--- src/rtl/btb_pkg.sv ---
// Shared types and defaults for the BTB update path.
// The scheduler's optional same-cycle bypass is enabled by defining BTB_UPD_BYPASS_EN.
package btb_pkg;

    localparam int BTB_IDX_W     = 3;
    localparam int BTB_UPD_DEPTH = 4;

    typedef struct packed {
        logic [31:0] pc;
        logic        taken;
        logic [31:0] target;
    } btb_upd_t;

    localparam int BTB_UPD_W = $bits(btb_upd_t);

endpackage

--- src/rtl/btb_upd_fifo.sv ---
// Update queue storage: circular buffer with wrapping pointers and an occupancy count.
// Full/empty come from the count, so the pointers are free to wrap modulo DEPTH.
module btb_upd_fifo
    import btb_pkg::*;
#(
    parameter int DEPTH = BTB_UPD_DEPTH,
    parameter int PTR_W = 2
) (
    input  logic                 clk,
    input  logic                 rst_n,
    input  logic                 i_clear,
    input  logic                 i_push,
    input  logic                 i_pop,
    input  logic [BTB_UPD_W-1:0] i_data,
    output logic [BTB_UPD_W-1:0] o_head,
    output logic [PTR_W:0]       o_count
);

    logic [BTB_UPD_W-1:0] r_mem [DEPTH];
    logic [PTR_W-1:0]     r_wr_ptr;
    logic [PTR_W-1:0]     r_rd_ptr;
    logic [PTR_W:0]       r_count;

    // Storage itself needs no reset: nothing is read unless the count says it is valid.
    always_ff @(posedge clk) begin
        if (i_push && !i_clear) begin
            r_mem[r_wr_ptr] <= i_data;
        end
    end

    always_ff @(posedge clk or negedge rst_n) begin
        if (!rst_n) begin
            r_wr_ptr <= '0;
            r_rd_ptr <= '0;
            r_count  <= '0;
        end else if (i_clear) begin
            r_wr_ptr <= '0;
            r_rd_ptr <= '0;
            r_count  <= '0;
        end else begin
            if (i_push) begin
                r_wr_ptr <= r_wr_ptr + 1'b1;
            end
            if (i_pop) begin
                r_rd_ptr <= r_rd_ptr + 1'b1;
            end
            case ({i_push, i_pop})
                2'b10:   r_count <= r_count + 1'b1;
                2'b01:   r_count <= r_count - 1'b1;
                default: r_count <= r_count;
            endcase
        end
    end

    assign o_head  = r_mem[r_rd_ptr];
    assign o_count = r_count;

endmodule

--- src/rtl/btb_update_scheduler.sv ---
// Buffers EX-stage branch resolutions and drains them in order into the BTB write port,
// holding them while memory_stall is high. Optional BTB_UPD_BYPASS_EN forwards into an empty queue.
module btb_update_scheduler
    import btb_pkg::*;
#(
    parameter int DEPTH = BTB_UPD_DEPTH,
    parameter int PTR_W = 2
) (
    input  logic             clk,
    input  logic             rst_n,
    input  logic             memory_stall,
    input  logic             clear,
    input  logic             res_valid,
    input  logic             res_is_branch,
    input  logic [31:0]      res_pc,
    input  logic             res_taken,
    input  logic [31:0]      res_target,
    output logic             res_ready,
    output logic             upd_valid,
    input  logic             upd_ready,
    output logic [31:0]      upd_pc,
    output logic             upd_taken,
    output logic [31:0]      upd_target,
    output logic [PTR_W:0]   occupancy
);

    localparam logic [PTR_W:0] FULL_COUNT = (PTR_W+1)'(DEPTH);

    logic                 w_enq;
    logic                 w_q_valid;
    logic                 w_bypass;
    logic                 w_push;
    logic                 w_pop;
    btb_upd_t             w_res_entry;
    btb_upd_t             w_head;
    logic [BTB_UPD_W-1:0] w_head_bits;

    assign res_ready   = (occupancy != FULL_COUNT);
    assign w_enq       = res_valid & res_is_branch & res_ready & ~clear;
    assign w_q_valid   = (occupancy != '0) & ~memory_stall;
    assign w_res_entry = '{pc: res_pc, taken: res_taken, target: res_target};
    assign w_head      = btb_upd_t'(w_head_bits);

`ifdef BTB_UPD_BYPASS_EN
    assign w_bypass = (occupancy == '0) & ~memory_stall & upd_ready & w_enq;
`else
    assign w_bypass = 1'b0;
`endif

    // A bypassed resolution is consumed by the BTB directly and never written to the queue.
    assign w_push = w_enq & ~w_bypass;
    assign w_pop  = w_q_valid & upd_ready & ~clear;

    // Update fields are forced to zero whenever nothing is being presented.
    always_comb begin
        upd_valid  = 1'b0;
        upd_pc     = '0;
        upd_taken  = 1'b0;
        upd_target = '0;
        if (w_bypass) begin
            upd_valid  = 1'b1;
            upd_pc     = res_pc;
            upd_taken  = res_taken;
            upd_target = res_target;
        end else if (w_q_valid) begin
            upd_valid  = 1'b1;
            upd_pc     = w_head.pc;
            upd_taken  = w_head.taken;
            upd_target = w_head.target;
        end
    end

    btb_upd_fifo #(
        .DEPTH (DEPTH),
        .PTR_W (PTR_W)
    ) u_fifo (
        .clk     (clk),
        .rst_n   (rst_n),
        .i_clear (clear),
        .i_push  (w_push),
        .i_pop   (w_pop),
        .i_data  (w_res_entry),
        .o_head  (w_head_bits),
        .o_count (occupancy)
    );

endmodule
--- config.mk ---
export PLATFORM = sky130hd
export DESIGN_NAME = btb_update_scheduler
export DESIGN_NICKNAME = d
export VERILOG_FILES = /design/src/rtl/btb_pkg.sv /design/src/rtl/btb_upd_fifo.sv /design/src/rtl/btb_update_scheduler.sv
export SDC_FILE = /design/constraint.sdc
export NUM_CORES = 1
export LEC_CHECK = 0
export BUFFER_PORTS_ARGS = -buffer_cell sky130_fd_sc_hd__buf_2
export CAP_MARGIN = 0
export CORE_MARGIN = 2
export CORE_UTILIZATION = 41
export DETAILED_ROUTE_END_ITERATION = 16
export PLACE_DENSITY = 0.63
export SETUP_SLACK_MARGIN = 0.05
export SLEW_MARGIN = 20
export SYNTH_ARGS = -nofsm -noshare
export SYNTH_HDL_FRONTEND = slang
export SYNTH_SLANG_ARGS = --single-unit
--- constraint.sdc ---
create_clock -name clk -period 2.74 [get_ports clk]
set_clock_uncertainty 0.05 [all_clocks]
set_input_delay 0.685 -clock clk [delete_from_list [all_inputs] [get_ports clk]]
set_output_delay 0.685 -clock clk [all_outputs]
set_load 0.01 [all_outputs]
Yosys cells after proc, flatten, opt, wreduce, memory -nomap -nowiden

Memories as Yosys holds them, arrays and structs flattened.
Cells that the tools add are included.

Register bits: 7
Memory bits (writable): 260
Output and inout port bits: 70
Logic and storage cells: 37
Memories: 1

Memories:

| name         | words | bits a word | read ports | clocked after memory_dff | wr ports | line               | source |
|---|---|---|---|---|---|---|---|
| u_fifo.r_mem | 4     | 65          | 1          | 0                        | 1        | btb_upd_fifo.sv:19 | `logic [BTB_UPD_W-1:0] r_mem [DEPTH];` |

$add $sub $neg: 4
Equal/unequal tests: 3
Muxes and demuxes: 12
Bitwise logic cells: 8
Reduce and logical (&&, ||, !) cells: 6

Operator list:

| cell                                                                   | count |
|---|---|
| 32-bit 2-to-1 mux                                                      | 2 |
| 2-bit 2-to-1 mux                                                       | 4 |
| 1-bit bitwise AND                                                      | 6 |
| 3-bit one-hot mux with 2 select lines                                  | 1 |
| 3-bit nonzero test                                                     | 2 |
| 2-bit by 1-bit adder with 2-bit output (second input constant)         | 2 |
| 1-bit 2-to-1 mux                                                       | 4 |
| 2-bit nonzero test                                                     | 2 |
| 3-bit by 1-bit adder with 3-bit output (second input constant)         | 1 |
| 3-bit 2-to-1 mux                                                       | 1 |
| 3-bit != test (second input constant)                                  | 1 |
| 3-bit by 1-bit subtractor with 3-bit output (second input constant)    | 1 |
| 2-bit by 1-bit equality test with 1-bit output (second input constant) | 1 |
| 2-bit equality test (second input constant)                            | 1 |
| 1-bit NOT                                                              | 2 |
| 1-bit logical AND                                                      | 1 |
| 1-bit zero test                                                        | 1 |

Depth between registers and ports, before layout

Gate-level depths: netlist of the first run.

Depth in word-level cells: 7
Depth in mapped cells: 7
Mapped depth without buffers: 7

By module

From an unflattened synthesis of the first run, not the netlist that was laid out.

Cells, all modules: 467
Area, all modules: 10,453.8 um2

Modules (own cells, without submodules):

| module               | instances | cells an instance | area each (um2) | seq. area each (um2) |
|---|---|---|---|---|
| btb_upd_fifo         | 1         | 381               | 9,840.7         | 7,982.7 |
| btb_update_scheduler | 1         | 86                | 613.1           | 0.0 |

Worst setup path before layout of the first run

OpenSTA, ideal clock, no wires.

Path kind: input-to-reg
From: in res_valid
To: mem u_fifo.r_mem[0][0] (netlist name) (enable)
Library setup time: 430 ps
Data arrival time: 2,716 ps
Slack: -456 ps
Stages: 3
Buffers on the path: 0
Cells stage by stage: nand2_1 > a211oi_1 > and2_1

Cells in the longest elaborated chain, start to end: 6

RTL lines:

| item                                   | line                       | source |
|---|---|---|
| from (decl)                            | btb_update_scheduler.sv:13 | `input logic res_valid,` |
| 1-bit bitwise AND (3 in series)        | btb_update_scheduler.sv:39 | `assign w_enq = res_valid & res_is_branch & res_ready & ~clear;` |
| 1-bit logical AND                      | btb_upd_fifo.sv:26         | `if (i_push && !i_clear) begin` |
| 1-bit 2-to-1 mux                       | btb_upd_fifo.sv:26         |  |
| 1-bit 2-to-1 mux (implied by the code) | btb_upd_fifo.sv:27         | `r_mem[r_wr_ptr] <= i_data;` |
| to (decl)                              | btb_upd_fifo.sv:19         |  |

No other way between the ends.

Worst setup path in the final report of the first run

From: reg u_fifo.r_rd_ptr[0]
To: out upd_pc[10]

Cells in the longest elaborated chain, start to end: 2

RTL lines:

| item                   | line                       | source |
|---|---|---|
| from (decl)            | btb_upd_fifo.sv:21         | `logic [PTR_W-1:0] r_rd_ptr;` |
| from (signal assigned) | btb_upd_fifo.sv:45         | `r_rd_ptr <= r_rd_ptr + 1'b1;` |
| memory 4 x 65 bit      | n/a                        |  |
| 32-bit 2-to-1 mux      | btb_update_scheduler.sv:65 | `end else if (w_q_valid) begin` |
| to (decl)              | btb_update_scheduler.sv:21 | `output logic [31:0] upd_pc,` |

No other way between the ends.

==> flow_summary_export.csv, run 1 <==
group,metric,value,unit
outcome,status,"finished, violations left",
outcome,violations,"setup timing",
placed_design,io_buffers,141,
routing,dr.first_iter.drc_count,359,
worst_hold_path,hold_class,"in2reg",
timing,setup_viol,55,
pwr,clkPwrFrac,0.394,
logic_synthesis,synthFlopType,"edfxtp_1",
global_route,grt_pass1_vias,5576,
pwr,power.leakage,4.56,nW
routing,vias,5265,
die,io_pins,142,
layout,num-nets-final,745,
logic_synthesis,synth-seq-area-share,0.770,
logic_synthesis,netlist_area,10400,sq um
layout,area_delta_synth_final,28.3,%
critical_path,cp.required,2.01,ns
timing,slew_viol_final,0,
routing,viasPerCell,5.17,
die,die_area,26600,sq um
timing,max_freq,354,MHz
cts,insertion_delay,0.51,ns
timing,rsz0062_at_grt,"true",
routing,avgRoutedWirePerCell,22.0,microns
layout,finish.utilization,0.531,
pwr,internal-power,6.91,mW
die,rows,58,
timing,min_period_over_period,1.03,
pwr,seq_power_share,0.523,
layout,layout_commonest_cell,"edfxtp_1",
placed_design,place_area,11800,sq um
cts,clockRootBuffer,"clkbuf_16",
timing,setup-tns-final,-2.63,ns
pwr,p_sw,1.82,mW
routing,dr.pass1.iters,4,
timing,holdWs,0.333,ns
pwr,comb_power_share,0.084,
logic_synthesis,yosysUniqueCellTypes,33,
job,maxCapViolCount,0,
cts,htreeDepth,1,
cts,clk_pin_slew,0.06,ns
critical_path,worstSetupEndpointType,"primary output",
layout,fin_area,13300,sq um
placed_design,place.gp.congestion,0.782,
timing,tightest_slew,0.382,ns
cts,cts_tree,"built",
critical_path,crit_arrival,2.09,ns
layout,final_cell_mix,"260 x edfxtp_1, 121 x buf_2, 65 x mux4_2",
die,fp.dieH,163,microns
logic_synthesis,yosys_warnings,0,
routing,wl,22.4,mm
die,start_util,0.414,
die,core_area,25000,sq um
logic_synthesis,synth_seq_cells,267,
layout,drive_above_1_share,0.473,
timing,relSlewSlack,0.744,
critical_path,start_kind,"register",
placed_design,hpwlAfterDp,12.1,mm
die,die_x,163,microns
pwr,peakVddDrop,0.548,mV
global_route,grt_use_total,0.167,
logic_synthesis,syn_area_per_cell,21.8,sq um
routing,drcViolationCount,0,
cts,cts_buffer_depth,3,
routing,ant_nets,0,
critical_path,crit_type,"reg2out",
critical_path,path_max_fanout,8,
logic_synthesis,synth.net_count,552,
cts,cts.sinks,267,
pwr,switching_share,0.208,
cts,cts_inserted_buffers,27,
global_route,grt_max_degree,46,
pwr,finalPower,8.73,mW
timing,hold_viol,0,
pwr,power_density,656,nW/um^2
logic_synthesis,synth_cells,475,
timing,final.min_clock_period,2.83,ns
layout,nFillCells,2004,
global_route,antenna_found_initial,3,
timing,timing.final.ws_setup,-0.0858,ns
logic_synthesis,synth_edf_count,260,
logic_synthesis,async_reset_ff_frac,0.0262,
global_route,grt_overflow,0,
global_route,grt_pass1_wl,32.9,mm
==> per-stage QoR <==
stage | worst slack (ns) | std cells
floorplan | 0.245 | 475
global placement | 0.360 | 945
detailed placement | 0.348 | 945
CTS | -0.159 | 1012
global route | -0.171 | 1017
finish | -0.0858 | 1019
==> logic make-up after synthesis <==
family / after synthesis / share of synthesized area
buffers and inverters: 27 / 0.0158
DFF: 267 / 0.770
xor gates and xnor gates: 4 / 0.00338
muxes: 67 / 0.143
adders and majority gates: 5 / 0.00675
AOI/OAI and AO/OA: 13 / 0.00784
and+or+nand+nor: 92 / 0.0537
==> worst paths after layout <==
check                              startpoint                   to  slack (ns)  cells after the start
max                        u_fifo.r_rd_ptr[0]           upd_pc[10]       -0.09                      5
min in group asynchronous               rst_n    u_fifo.o_count[2]        0.48                      2
min                            res_target[22]  u_fifo.r_mem[2][22]        0.33                      1
min reg2reg                u_fifo.r_wr_ptr[1]   u_fifo.r_wr_ptr[1]        0.55                      2
max in group asynchronous               rst_n   u_fifo.r_rd_ptr[1]        1.98                      2
max reg2reg                 u_fifo.o_count[0]    u_fifo.o_count[2]        0.44                      8
==> metal layers <==
layer | global-route usage | part of all wire | vias up
li1 | - | - | 2322
met1 | 0.225 | 0.43 | 2736
met2 | 0.282 | 0.49 | 171
met3 | 0.0363 | 0.060 | 34
met4 | 0.0382 | 0.017 | 2
met5 | 0 | 0.00054 | -
==> what timing repair did <==
| item | 4_1_cts | 5_1_grt |
|---|---|---|
| buffers inserted | 11 | 1 |
| hold endpoints to repair | 7 | 0 |
| resized for setup | 14 | 53 |
| hold buffers | 1 | 0 |
| pin swaps | 1 | 1 |
| endpoints found under the setup margin | 66 | 66 |
| gates cloned | 7 | 4 |
==> cell usage after synthesis (all sizes together), types with 2 or more instances <==
master,number,area (sq um)
clkbuf,5,18.8
ha,4,50.1
dfrtp,7,175
mux2i,2,20.0
o21ai,5,25.0
nand3b,3,22.5
nor2,5,18.8
inv,3,11.3
xnor2,2,17.5
a21oi,2,10.0
nand2,4,15.0
a31oi,2,12.5
nor2b,67,419
nor4,2,12.5
and2,5,31.3
o211ai,2,15.0
buf,19,134
mux4,65,1460
xor2,2,17.5
edfxtp,260,7810
==> area by class of cell <==
cell class,instances,area [sq um],area share
Clock inverter,19,154,0.0116
Timing Repair Buffer,188,1650,0.124
Sequential cell,267,7990,0.601
Inverter,3,13.8,0.00103
Clock buffer,29,683,0.0513
Multi-Input combinational cell,181,2390,0.180
Tap cell,330,413,0.0310
Antenna cell,2,5.00,0.000376
==> registers in the layout, indices dropped and copies added, names as in the netlist <==
name             flops
u_fifo.o_count       3
u_fifo.r_mem       260
u_fifo.r_wr_ptr      2
u_fifo.r_rd_ptr      2
==> critical path: stages (launching register included) <==
cell and delay, ns:
dfrtp_4 0.48, buf_6 0.16, clkbuf_16 0.17, mux4_2 0.48, nor2b_1 0.14, buf_2 0.14
==> power groups by stage <==
stage                     Clock, mW  Combinational, mW  Sequential, mW
after floorplan                   0              0.298            4.65
after global placement            0              0.518            4.65
after detailed placement          0              0.534            4.65
after CTS                      3.54              0.662            4.56
after global routing           3.69              0.785            4.56
final                          3.44              0.730            4.56
No activity file was read; power rests on OpenSTA's default activity.
==> run 2: changes to the inputs <==
CORE_UTILIZATION = 52   (was 41)
PLACE_DENSITY = 0.77   (was 0.63)
TNS_END_PERCENT = 5   (was default)
==> run 2 against run 1 <==
Against the previous run: the run still ends with setup timing left; non-clock buffer count shrank 11; core utilization grew 12 points; via count shrank 0.91%; register-to-register slack gained 0.07 ns; global-route usage grew 3.3 points; die area shrank 21%; worst hold slack gained 0.0016 ns; setup slack gained 0.0023 ns; routed wire length shrank 5.5%; flip-flop and latch count is the same; critical path depth is the same; critical endpoint is now upd_target[3]; highest routed layer is now met4.
==> flow_summary_export.csv, run 2 (synthesized netlist as in run 1, its figures left out) <==
group,metric,value,unit
job,maxCapViolCount,0,
global_route,grt_max_degree,30,
cts,cts_buffer_depth,3,
routing,dr.first_iter.drc_count,382,
critical_path,start_kind,"register",
worst_hold_path,hold_class,"in2reg",
routing,dr_wl_met2,10.5,mm
layout,finalNonFillerCells,943,
critical_path,path_delay_family,"multiplexers",
routing,viasPerCell,5.53,
timing,hold_viol,0,
die,io_pins,142,
critical_path,crit_cells,5,
critical_path,r2r_slack,0.51,ns
timing,final.min_clock_period,2.82,ns
layout,area_delta_synth_final,23.5,%
layout,fin_area,12800,sq um
routing,vias,5217,
die,start_util,0.531,
pwr,finalPower,8.47,mW
cts,clk_pin_slew,0.06,ns
routing,avgRoutedWirePerCell,22.4,microns
global_route,grt_pass1_vias,5678,
critical_path,crit_end,"upd_target[3]",
critical_path,startpoint,"u_fifo.r_rd_ptr[0]",
cts,clockRootBuffer,"clkbuf_16",
placed_design,dp_slack,0.194,ns
routing,dr_wl_met3,1.52,mm
timing,setup-tns-final,-3.07,ns
critical_path,path_cells,"buf_8 -> buf_16 -> mux4_2 -> nor2b_1 -> buf_2",
placed_design,place.gp.congestion,0.800,
placed_design,hpwlAfterDp,12.8,mm
critical_path,r2r-end,"u_fifo.o_count[2]",
die,die_x,145,microns
routing,ant_nets,0,
die,rows,51,
cts,insertion_delay,0.51,ns
outcome,violations,"setup timing",
routing,topRoutingLayerUsed,"met4",
die,die_area,21100,sq um
cts,htreeDepth,1,
critical_path,worstSetupEndpointType,"primary output",
placed_design,io_buffers,141,
layout,finish.utilization,0.656,
placed_design,dpl.cell_count,875,
pwr,power_density,661,nW/um^2
global_route,antenna_found_initial,2,
routing,wl_met1,8.84,mm
layout,layout_commonest_cell,"edfxtp_1",
routing,dr.pass1.iters,4,
timing,tightest_slew,0.529,ns
layout,nFillCells,1307,
layout,largest-register,"u_fifo.r_mem",
layout,num-nets-final,733,
die,core_area,19500,sq um
critical_path,reg2reg_from,"u_fifo.o_count[1]",
timing,holdWs,0.335,ns
critical_path,cp_slowest_stage_delay,0.51,ns
timing,min_period_over_period,1.03,
placed_design,place_area,11600,sq um
timing,slew_viol_final,0,
pwr,power.leakage,4.38,nW
timing,rsz0062_at_grt,"true",
routing,drcViolationCount,0,
global_route,grt_use_total,0.201,
timing,max_freq,354,MHz
layout,drive_above_1_share,0.430,
layout,multiInputGateArea,2280,sq um
critical_path,cpMaxStageDelayCell,"mux4_2",
critical_path,crit_arrival,2.09,ns
critical_path,cp.required,2.01,ns
pwr,peakVddDrop,0.602,mV
cts,cts_tree,"built",
global_route,grt_pass1_wl,32.5,mm
cts,cts_inserted_buffers,26,
timing,setup_viol,65,
critical_path,crit_buf_inv,3,
layout,final_cell_mix,"260 x edfxtp_1, 136 x buf_2, 65 x mux4_2",
global_route,grt_overflow,0,
critical_path,reg2reg_depth,7,
layout,regArea,7990,sq um
critical_path,path_max_fanout,7,
timing,timing.final.ws_setup,-0.0835,ns
critical_path,crit_type,"reg2out",
routing,wl,21.1,mm
timing,relSlewSlack,0.645,
cts,cts.sinks,267,
die,fp.dieH,145,microns
layout,largest_reg_flops,260,
outcome,status,"finished, violations left",
run 2: cell count changes in the layout (fill, tap and decap cells not counted), sizes merged:
| cell | previous run | this run |
|---|---|---|
| bufinv | 2 | 1 |
| buf | 183 | 174 |
| diode | 2 | 4 |
| clkinv | 12 | 14 |
| clkbuf | 33 | 31 |
| clkinvlp | 4 | 1 |
run 2: what timing repair did:
item,in CTS,in global routing
pin swaps,1,1
buffers inserted,11,0
hold buffers,1,0
setup endpoints to repair,66,66
resized for setup,12,18
hold endpoints to repair,7,0
cloned,4,2
run 2: where the power goes:
part	switching, mW	leakage, nW	internal, mW	total [mW]
clock	1.40	0.388	1.88	3.28
sequential	0.0250	2.44	4.54	4.57
combinational	0.307	1.55	0.316	0.623
total	1.73	4.38	6.74	8.47
run 2: worst min-delay path by stage:
stage | startpoint | to | slack, ns | cells after the start
global placement | rst_n | u_fifo.r_rd_ptr[1] | 0.48 | 1
CTS | res_target[19] | u_fifo.r_mem[0][19] | 0.32 | 1
floorplan | rst_n | u_fifo.o_count[0] | 0.34 | 0
detailed placement | rst_n | u_fifo.r_rd_ptr[1] | 0.48 | 1
finish | res_pc[31] | u_fifo.r_mem[1][64] | 0.33 | 1
global route | res_target[22] | u_fifo.r_mem[0][22] | 0.32 | 1
run 2: worst reg2reg max path, stage by stage (launching register included):
cell	delay, ns
dfrtp_2	0.47
or2_4	0.29
o21ai_1	0.22
nor3_1	0.10
fa_1	0.45
nor4_1	0.27
o21ai_0	0.12
a31oi_1	0.18
run 2: metal layers:
layer | vias up | GRT usage
met3 | 27 | 0.0453
li1 | 2296 | -
met5 | - | 0
met2 | 210 | 0.333
met1 | 2684 | 0.281
met4 | 0 | 0.0348
run 2: area by class of cell:
type | instances | area share
clock inverters | 17 | 0.00850
multi-input cells | 181 | 0.178
clock buffers | 29 | 0.0533
diodes | 4 | 0.000781
inverters | 3 | 0.000879
flip-flops and latches | 267 | 0.624
well taps | 265 | 0.0259
repair buffers | 177 | 0.109
==> run 3: changes to the inputs <==
SYNTH_HIERARCHICAL = 1   (was default)
clock period = 2.5 ns   (was 2.74 ns; I/O delays follow)
==> run 3 against run 2 <==
Against the previous run: the flow still finishes with violations (setup timing); flip-flop and latch count did not move; sequential power rose by 8.3%; first-iteration DRC count decreased by 9.4%; largest power group unchanged; count of clock-buffer cells in the layout increased by 8; worst hold slack lost 0.066 ns; non-clock buffer count grew 4; synthesized area up 0.77%; global-route usage fell by 0.80 points; register-to-register slack worse by 0.24 ns; combinational power decreased by 30%; critical path depth did not move.
==> flow_summary_export.csv, run 3 <==
group,metric,value,unit
pwr,p_sw,1.79,mW
layout,nFillCells,1331,
logic_synthesis,syn_area_per_cell,22.4,sq um
routing,dr_wl_met3,1.06,mm
placed_design,place.gp.congestion,0.728,
layout,finish.utilization,0.655,
logic_synthesis,synthTopCellsByArea,"edfxtp_1 75%, mux4_2 14%, nor3b_1 4.8%, dfrtp_1 1.7%, buf_12 0.77%",
cts,cts_inserted_buffers,28,
timing,holdWs,0.269,ns
pwr,power.leakage,4.33,nW
routing,drcViolationCount,0,
layout,area_delta_synth_final,22.8,%
logic_synthesis,synth-seq-area-share,0.764,
layout,finalNonFillerCells,930,
critical_path,path_max_fanout,7,
timing,timing.final.ws_setup,-0.257,ns
critical_path,crit_type,"reg2out",
logic_synthesis,synth_cells,467,
critical_path,crit_arrival,2.08,ns
layout,layout_commonest_cell,"edfxtp_1",
die,start_util,0.534,
die,rows,51,
job,maxCapViolCount,0,
cts,htreeDepth,1,
die,core_area,19600,sq um
outcome,violations,"setup timing",
routing,wl_met1,8.51,mm
global_route,grt_overflow,0,
cts,cts_tree,"built",
routing,dr_wl_met2,10.4,mm
routing,ant_nets,0,
logic_synthesis,post-synth-top-area-cell,"edfxtp_1",
cts,clockRootBuffer,"clkbuf_16",
logic_synthesis,synth_top_area_share,0.747,
critical_path,worstSetupEndpointType,"primary output",
timing,setup_viol,65,
placed_design,place_area,11800,sq um
timing,rsz0062_at_grt,"true",
global_route,grt_pass1_vias,5784,
global_route,antenna_found_initial,1,
pwr,internal-power,7.34,mW
routing,topRoutingLayerUsed,"met5",
logic_synthesis,async_reset_ff_frac,0.0262,
layout,drive_above_1_share,0.454,
die,die_area,21300,sq um
logic_synthesis,netlist_area,10500,sq um
worst_hold_path,hold_class,"in2reg",
die,die_x,146,microns
timing,relSlewSlack,0.752,
routing,viasPerCell,5.62,
routing,wl,20.4,mm
placed_design,io_buffers,141,
layout,largest_reg_flops,260,
global_route,grt_pass1_wl,31.8,mm
logic_synthesis,synth.net_count,544,
logic_synthesis,synth_edf_count,260,
timing,min_period_over_period,1.10,
timing,final.min_clock_period,2.76,ns
routing,avgRoutedWirePerCell,21.9,microns
layout,largest-register,"u_fifo/r_mem",
die,fp.dieH,146,microns
pwr,peakVddDrop,0.606,mV
routing,vias,5223,
cts,cts_buffer_depth,3,
placed_design,dpl.cell_count,872,
routing,dr.pass1.iters,4,
pwr,comb_power_share,0.048,
cts,cts.sinks,267,
timing,slew_viol_final,0,
critical_path,cp.required,1.82,ns
timing,max_freq,363,MHz
placed_design,hpwlAfterDp,12.4,mm
cts,insertion_delay,0.52,ns
layout,final_cell_mix,"260 x edfxtp_1, 141 x buf_2, 65 x mux4_2",
critical_path,start_kind,"register",
routing,dr.first_iter.drc_count,346,
global_route,grt_max_degree,43,
logic_synthesis,synthFlopType,"edfxtp_1",
logic_synthesis,synth_most_common_cell,"edfxtp_1",
cts,clk_pin_slew,0.06,ns
pwr,switching_share,0.196,
pwr,clkPwrFrac,0.410,
placed_design,dp_slack,0.0896,ns
outcome,status,"finished, violations left",
timing,tightest_slew,0.367,ns
layout,fin_area,12800,sq um
pwr,power_density,711,nW/um^2
timing,hold_viol,0,
logic_synthesis,synth_seq_cells,267,
logic_synthesis,synthTopCellsByCount,"260 x edfxtp_1, 67 x nor3b_1, 65 x mux4_2, 10 x buf_2, 8 x nor2_1",
layout,num-nets-final,724,
die,io_pins,142,
pwr,seq_power_share,0.542,
global_route,grt_use_total,0.193,
logic_synthesis,yosysUniqueCellTypes,26,
layout,diodes,0,
logic_synthesis,yosys_warnings,6,
-- run 3: changes by cell type in the layout (fill, tap and decap cells not counted), moves of 5 or more --
cell      previous run  this run
buf_16               7         0
buf_2              136       141
clkbuf_1             2         8
buf_12              15        20
nor3b_1              0        51
nor2b_1             63         2
nor3b_2              0        15
-- run 3: metal layers --
metal / vias to the layer above / track usage
met1: 2703 / 0.250
met3: 32 / 0.0339
li1: 2303 / -
met2: 183 / 0.334
met4: 2 / 0.0627
met5: - / 0
-- run 3: power by group through the flow --
stage / logic (mW) / registers, mW / clock network, mW
after floorplan: 0.204 / 5.05 / 0
after global placement: 0.396 / 5.05 / 0
after detailed placement: 0.414 / 5.05 / 0
after CTS: 0.420 / 4.95 / 3.83
after global routing: 0.473 / 4.95 / 3.99
final: 0.437 / 4.95 / 3.74
-- run 3: final timing paths --
path / cells past startpoint / slack (ns) / start / to
worst max-delay path: 5 / -0.26 / u_fifo/r_rd_ptr[0] / upd_pc[5]
worst min-delay path: 1 / 0.27 / res_target[4] / u_fifo/r_mem[2][4]
worst max register to register: 8 / 0.27 / u_fifo/o_count[1] / u_fifo/o_count[2]
worst min register to register: 2 / 0.55 / u_fifo/r_wr_ptr[1] / u_fifo/r_wr_ptr[1]
max in group asynchronous: 2 / 1.79 / rst_n / u_fifo/r_rd_ptr[0]
min in group asynchronous: 2 / 0.42 / rst_n / u_fifo/o_count[0]
-- run 3: critical path: stages, from the launching register on --
cell       delay, ns
dfrtp_4         0.44
buf_8           0.15
clkbuf_16       0.17
mux4_2          0.50
nor3b_1         0.15
buf_2           0.15
-- run 3: cell type report --
class	count	area, sq um	area share
Inverter	2	7.51	0.000585
Tap cell	265	332	0.0258
Sequential cell	267	7990	0.622
Multi-Input combinational cell	167	2330	0.181
Clock inverter	11	81.3	0.00633
Clock buffer	37	756	0.0589
Timing Repair Buffer	181	1350	0.105
-- run 3: kinds of logic after synthesis --
kind of cell               count (synthesis)  share of synthesized area
AOI/OAI and AO/OA                          2                    0.00120
DFF                                      267                      0.764
and+or+nand+nor                           88                     0.0588
muxes                                     67                      0.142
adders and majority gates                  5                    0.00670
buffers and inverters                     33                     0.0236
xor gates and xnor gates                   5                    0.00419
-- run 3: timing repair --
| action | in CTS | in global routing |
|---|---|---|
| buffers inserted | 1 | 4 |
| hold endpoints to repair | 7 | 0 |
| setup endpoints to repair | 66 | 67 |
| gates cloned | 0 | 4 |
| gates resized for setup | 1 | 21 |
| hold buffers | 1 | 0 |
-- run 3: per-stage QoR --
stage	total power, mW	setup TNS, ns
final	9.13	-14.23
after global routing	9.42	-18.90
after CTS	9.20	-17.86
after detailed placement	5.46	0
after global placement	5.44	0
after floorplan	5.25	-17.69
